## src/rtl/truth_table_sequencer.sv

```systemverilog
// Exhaustive-stimulus controller: sweeps every NIN-bit input vector, samples the
// experiment block's outputs and scores them against the EXPECTED truth table.
// Optional macro SEQ_STEP_EN adds a STEP input and a HOLD state for manual per-vector advance.
module truth_table_sequencer #(
  parameter int NIN           = 4,
  parameter int NOUT          = 6,
  parameter int SETTLE_CYCLES = 4,
  parameter logic [(2**NIN)*NOUT-1:0] EXPECTED = '0
) (
  input  logic            CLK,
  input  logic            RESET,
  input  logic            START,
  input  logic            ABORT,
`ifdef SEQ_STEP_EN
  input  logic            STEP,
`endif
  input  logic [NOUT-1:0] DUT_OUT,
  output logic [NIN-1:0]  VEC,
  output logic            BUSY,
  output logic            DONE,
  output logic            RESULT_VALID,
  output logic            PASS,
  output logic [NIN:0]    ERR_COUNT,
  output logic [NIN-1:0]  FIRST_FAIL
);

  localparam logic [7:0]     RELOAD   = 8'(SETTLE_CYCLES - 1);
  localparam logic [NIN-1:0] LAST_VEC = {NIN{1'b1}};
  localparam logic [NIN:0]   ERR_MAX  = {1'b1, {NIN{1'b0}}};

  typedef enum logic [2:0] {
    S_IDLE,
    S_SETTLE,
    S_SAMPLE,
    S_FINISH,
    S_HOLD
  } state_t;

  state_t         r_state;
  logic [7:0]     r_cnt;
  logic [NIN-1:0] r_vec;
  logic           r_busy;
  logic           r_done;
  logic           r_valid;
  logic           r_pass;
  logic [NIN:0]   r_err;
  logic [NIN-1:0] r_first;

  logic [NOUT-1:0] w_expected;
  logic            w_mismatch;

  function automatic logic [NIN:0] sat_inc(input logic [NIN:0] v);
    return (v == ERR_MAX) ? v : v + 1'b1;
  endfunction

  assign w_expected = EXPECTED[int'(r_vec)*NOUT +: NOUT];
  assign w_mismatch = (DUT_OUT != w_expected);

  always_ff @(posedge CLK or posedge RESET) begin
    if (RESET) begin
      r_state <= S_IDLE;
      r_cnt   <= '0;
      r_vec   <= '0;
      r_busy  <= 1'b0;
      r_done  <= 1'b0;
      r_valid <= 1'b0;
      r_pass  <= 1'b0;
      r_err   <= '0;
      r_first <= '0;
    end else begin
      r_done <= 1'b0;
      // ABORT pre-empts every transition; partial error statistics are kept
      if (ABORT && (r_state != S_IDLE)) begin
        r_state <= S_IDLE;
        r_vec   <= '0;
        r_busy  <= 1'b0;
      end else begin
        case (r_state)
          S_IDLE: begin
            if (START && !ABORT) begin
              r_vec   <= '0;
              r_err   <= '0;
              r_first <= '0;
              r_valid <= 1'b0;
              r_busy  <= 1'b1;
              r_cnt   <= RELOAD;
              r_state <= S_SETTLE;
            end
          end
          S_SETTLE: begin
            if (r_cnt == 8'd0) r_state <= S_SAMPLE;
            else               r_cnt   <= r_cnt - 8'd1;
          end
          S_SAMPLE: begin
            if (w_mismatch) begin
              r_err <= sat_inc(r_err);
              if (r_err == '0) r_first <= r_vec;
            end
`ifdef SEQ_STEP_EN
            r_state <= S_HOLD;
`else
            if (r_vec == LAST_VEC) begin
              r_state <= S_FINISH;
            end else begin
              r_vec   <= r_vec + 1'b1;
              r_cnt   <= RELOAD;
              r_state <= S_SETTLE;
            end
`endif
          end
`ifdef SEQ_STEP_EN
          S_HOLD: begin
            if (STEP) begin
              if (r_vec == LAST_VEC) begin
                r_state <= S_FINISH;
              end else begin
                r_vec   <= r_vec + 1'b1;
                r_cnt   <= RELOAD;
                r_state <= S_SETTLE;
              end
            end
          end
`endif
          S_FINISH: begin
            r_done  <= 1'b1;
            r_busy  <= 1'b0;
            r_valid <= 1'b1;
            r_pass  <= (r_err == '0);
            r_vec   <= '0;
            r_state <= S_IDLE;
          end
          default: r_state <= S_IDLE;
        endcase
      end
    end
  end

  assign VEC          = r_vec;
  assign BUSY         = r_busy;
  assign DONE         = r_done;
  assign RESULT_VALID = r_valid;
  assign PASS         = r_pass;
  assign ERR_COUNT    = r_err;
  assign FIRST_FAIL   = r_first;

endmodule

```

## config.mk

```make
export PLATFORM = sky130hd
export DESIGN_NAME = truth_table_sequencer
export DESIGN_NICKNAME = d
export VERILOG_FILES = /design/src/rtl/truth_table_sequencer.sv
export SDC_FILE = /design/constraint.sdc
export NUM_CORES = 1
export LEC_CHECK = 0
export BUFFER_PORTS_ARGS = -buffer_cell sky130_fd_sc_hd__buf_2
export CORE_ASPECT_RATIO = 0.6
export CORE_MARGIN = 2
export CORE_UTILIZATION = 50
export CTS_CLUSTER_SIZE = 24
export DETAILED_ROUTE_END_ITERATION = 7
export HOLD_SLACK_MARGIN = 0.08
export PLACE_DENSITY = 0.75
export SKIP_LAST_GASP = 1
export SLEW_MARGIN = 10
export SYNTH_ARGS = -nofsm -noshare
export SYNTH_HDL_FRONTEND = slang
export SYNTH_SLANG_ARGS = --single-unit
```

## constraint.sdc

```tcl
create_clock -name CLK -period 1.95 [get_ports CLK]
set_input_delay 0.39 -clock CLK [delete_from_list [all_inputs] [get_ports CLK]]
set_output_delay 0.39 -clock CLK [all_outputs]
set_load 0.1 [all_outputs]
```

[Yosys cells after proc, flatten, opt, wreduce, memory -nomap -nowiden]
Index checks and enable logic that the tools add are counted.
Word-level totals
  register bits: 28
  latch bits: 0
  bits in writable memories: 0
  memory bits (read-only): 0
  input bits: 10
  output and inout bits: 17
  logic and storage cells: 77
  memories kept: 0
Operators by class
  $add $sub $neg: 3
  $mul: 1
  divide/modulo/power cells: 0
  magnitude comparators: 0
  equality and inequality tests: 15
  shifts and indexed selects: 1
  mux-type cells: 27
  bitwise operators: 1
  reductions and logical operators: 20
Operators by type and width (count)
  variable part select 96 x 8 -> 6 bit, first input constant: 1
  two-way mux 8 bit: 3
  one-hot mux 8 bit (3 select lines): 1
  two-way mux 4 bit: 5
  two-way mux 5 bit: 3
  AND reduction 5 bit: 3
  != test 2 bit, second input constant: 6
  one-hot mux 4 bit (3 select lines): 1
  one-hot mux 5 bit (2 select lines): 1
  two-way mux 3 bit: 3
  != test 3 bit, second input constant: 3
  one-hot mux 3 bit (3 select lines): 1
  nonzero test 3 bit: 3
  logical NOT 8 bit: 1
  one-hot mux 4 bit (2 select lines): 1
  subtractor 8 x 1 -> 8 bit, second input constant: 1
  equality test 3 x 2 -> 1 bit, second input constant: 2
  multiplier 4 x 2 -> 6 bit, second input constant: 1
  != test 6 bit: 1
  AND reduction 2 bit: 3
  AND reduction 3 bit: 2
  adder 5 x 1 -> 5 bit, second input constant: 1
  equality test 5 bit, second input constant: 1
  logical NOT 5 bit: 1
  other kinds (12): 19

[Longest topological paths before layout]
  depth in word-level cells: 5
  depth in mapped cells: 8
  mapped depth without buffers: 6

[Worst setup path after synthesis]
No wires, ideal clock.
  kind: reg-to-reg
  start: reg r_vec[0], in the netlist VEC[0]
  end: reg r_cnt[4]
  library setup time: 122 ps
  arrival: 2153 ps
  data required time: 1828 ps
  slack: -324 ps
  stages on the path, launching flop included: 7
  path buffers: 1
  period minus slack after synthesis: 2274 ps
  path through: dfrtp_1 ha_1 nand4_1 and3_1 buf_2 and2_4 a32o_1
Between the ends
  cells in the longest elaborated chain, start to end: 3
RTL lines
  from (decl): line 41  | logic [NIN-1:0] r_vec;
  from (signal assigned): line 105  | r_vec <= r_vec + 1'b1;
  equality test 4 bit: line 102  | if (r_vec == LAST_VEC) begin
  != test 2 bit (no source line)
  AND reduction 5 bit (no source line)
  to (signal assigned): line 92  | else r_cnt <= r_cnt - 8'd1;
  to (decl): line 40  | logic [7:0] r_cnt;
Every way passes these cells.
A chain may end at the register's enable or synchronous reset.

[Worst setup path in the final report]
  start: reg r_state[1]
  end: reg r_vec[1], in the netlist VEC[1]
Between the ends
  cells in the longest elaborated chain, start to end: 4
  elaborated cells on any way between the ends: 11
  those cells by class: 4 x eq/ne; 2 x mux; 5 x reduce/logical
RTL lines
  from (decl): line 39  | state_t r_state;
  from (signal assigned): line 61  | r_state <= S_IDLE;
  from (signal assigned): line 74  | r_state <= S_IDLE;
  from (signal assigned): line 87  | r_state <= S_SETTLE;
  nonzero test 3 bit: line 73  | if (ABORT && (r_state != S_IDLE)) begin
  logical AND 1 bit: line 73
  != test 3 bit (no source line) / nonzero test 4 bit (equally long branches)
  AND reduction 3 bit (no source line)
Several ways; a longest one is shown, not always the timed one.

==> results.md <==
- Die outline area: 3800 sq um
- GR Util All Layers: 20.7%
- Layout cells sized above 1: 31.1%
- Gpl congestion: 0.811
- CP Data Required Time: 2.11 ns
- Initial antenna violation count: 0
- Main synth FF type: dfrtp_1
- I/O pins: 27
- RSZ-0062 raised after global routing: no
- YS warnings: 0
- Die height: 48.5 um
- Setup_tns: 0 ns
- Final nets: 217
- Status: complete, no violations
- Iter 0 DRT Violations: 81
- FILL cells: 270
- Setup crit end kind: register
- Final wirelength: 3700 um
- Post-DRT Antenna Nets: 0
- Number of synthesized flops with an enable pin: 0
- Post-Syn Instances: 162
- Design Power: 2.58 mW
- Maximum VDD drop: 1.18 mV
- Largest net degree at the start of global routing: 20
- Final setup violation count: 0
- Global-route wire length before repair: 6060 um
- Synth top area cells: dfrtp_1 (41%), ha_1 (7.6%), a22o_1 (5.3%)
- Die X: 78.2 um
- Syn_area_per_cell: 10.2 sq um
- Vias in the first global route: 1315
- Multi-input logic area: 926 sq um
- Final Hold Slack: 0.225 ns
- Min Tclk post-route: 1.89 ns
- Synth top area share: 40.9%
- Achievable Freq: 529 MHz
- Crit path arrival time: 2.05 ns
- Startpoint Class: register
- Layout area overhead: 17.7%
- Setup CP Type: register to register
- Root Buffer: clkbuf_8
- GR Util met2: 30.3%
- Most frequent cells in the layout: buf_2 (26), dfrtp_1 (20), nand3_1 (13)
- Clock Latency Late Sink: 0.27 ns
- Relative slew slack: 51.2%
- Period utilization: 97.0%
- Commonest non-fill, non-tap cell in the layout: buf_2
- TritonCTS clock tree: built
- Final hold vios: 0
- CP max FO: 5
- Clock Skews: 0.00411 ns
- Gr ovfl total: 0
- CTS clk-pin slew, worst paths: 0.09 ns
- Drt via density: 5.65
- Hold_buf cts: 0
- Synth cell types: 48
- Core area: 3200 sq um
- Least-Margin Pin Slew: 0.732 ns
- IO buf count: 26
- Post-synthesis sequential area ratio: 40.9%
- Hold WC Path Type: primary input to asynchronous set/reset pin
- H-Tree Level Count: 1
- Pwr/cell area: 1330 nW/um^2
- Met3 GRT Util: 5.97%
- Post-detail-place hpwl: 2870 um
- Register area: 687 sq um
- Wirelength per Cell: 15.4 um
- # rows: 16
- Area of the mapped netlist: 1650 sq um
- LEAKAGE: 0.931 nW
- GRT busiest layer: met2
- DRC Markers: 0
- Met1 global-route usage: 29.0%
- Max capacitance violation total: 0
- Pre-Repair DR Iteration Count: 4
- Largest area contributor in the netlist: dfrtp_1
- DR vias: 1361
- TritonCTS Buffers: 3
- Starting Density: 51.6%
- Mapped Nets: 182
- Final Max Slew Viols: 0
- CTS sink cnt: 27
- Number of synthesized register bits: 27
- Share of flip-flops with an asynchronous set or reset: 100%
- Max Root-Sink Buffers: 2
- Ant. Diodes: 0
==> area by class of cell <==
cell class | instances | area share (%)
Sequential cell | 27 | 35.3
Inverter | 11 | 2.12
Multi-Input combinational cell | 120 | 47.6
Tap cell | 45 | 2.89
Clock buffer | 4 | 2.32
Timing Repair Buffer | 34 | 9.77
==> state kept, by name, indices dropped and copies added (netlist names) <==
register / flops
DONE: 1
FIRST_FAIL: 4
r_cnt: 8
RESULT_VALID: 1
VEC: 4
r_state: 2
ERR_COUNT: 5
PASS: 1
BUSY: 1
==> repair_timing <==
item | CTS | global route
endpoints found under the setup margin | 0 | 3
resized for setup | 0 | 3
setup buffers | 0 | 1
==> kinds of logic after synthesis <==
family | count (synthesis) | synth area share [%]
compound gates | 33 | 16.0
xor+xnor | 2 | 1.06
mux | 6 | 4.01
buf+inv | 15 | 3.63
fa+ha+maj | 10 | 7.57
simple gates | 69 | 26.8
flops | 27 | 40.9
==> metrics by stage <==
stage / instance area, sq um / worst slack, ns / utilization [%] / cells
5_1_grt: 1950 / 0.00362 / 60.7 / 241
2_1_floorplan: 1660 / 0.0161 / - / 162
4_1_cts: 1930 / 0.0260 / 60.2 / 240
6_report: 1950 / 0.0587 / 60.7 / 241
3_5_place_dp: 1880 / 0.0478 / 58.8 / 236
3_3_place_gp: 1880 / 0.144 / 58.8 / 236
==> critical path: stages (launching register included) <==
cell and delay [ns]:
dfrtp_1 0.44, inv_1 0.14, ha_2 0.31, a32oi_1 0.32
and2_4 0.23, mux2_2 0.33
==> Yosys cell counts (2+ instances only) <==
cell / number
nand3b_1: 2
nor2b_1: 2
ha_1: 10
a21oi_1: 2
a31oi_1: 3
buf_2: 3
xnor2_1: 2
nand4_1: 2
o2bb2ai_1: 2
and4_1: 2
nor3_1: 5
nor4_1: 2
and3_1: 2
nor3b_1: 2
nor2_1: 5
nor3b_2: 2
dfrtp_1: 27
inv_1: 11
a22o_1: 10
or3_1: 3
nand2_1: 10
nand3_1: 13
nand2b_1: 6
mux2_2: 4
o211ai_1: 4
and2_1: 4
==> path summary, 6_finish.rpt <==
check | from | cells past startpoint | end | slack, ns
setup / recovery | r_state[1] | 5 | VEC[1] | 0.06
hold / removal | RESET | 2 | r_state[0] | 0.23
setup reg to reg | r_state[1] | 5 | VEC[1] | 0.06
hold reg to reg | FIRST_FAIL[0] | 1 | FIRST_FAIL[0] | 0.50
max in group asynchronous | RESET | 3 | r_cnt[1] | 1.16
min in group CLK | ABORT | 2 | BUSY | 0.46
==> where the power goes <==
group / switching (mW) / internal, mW / leakage (nW) / total (mW)
Combinational: 0.991 / 0.461 / 0.560 / 1.45
Sequential: 0.122 / 0.687 / 0.349 / 0.809
Clock: 0.173 / 0.147 / 0.0228 / 0.319
Total: 1.29 / 1.29 / 0.931 / 2.58
==> layer usage <==
layer,vias to the layer above,part of all wire (%)
met2,28,44
met5,-,0
met4,0,0.70
met3,2,4.5
li1,668,-
met1,663,51
(Power assumes the default switching activity.)
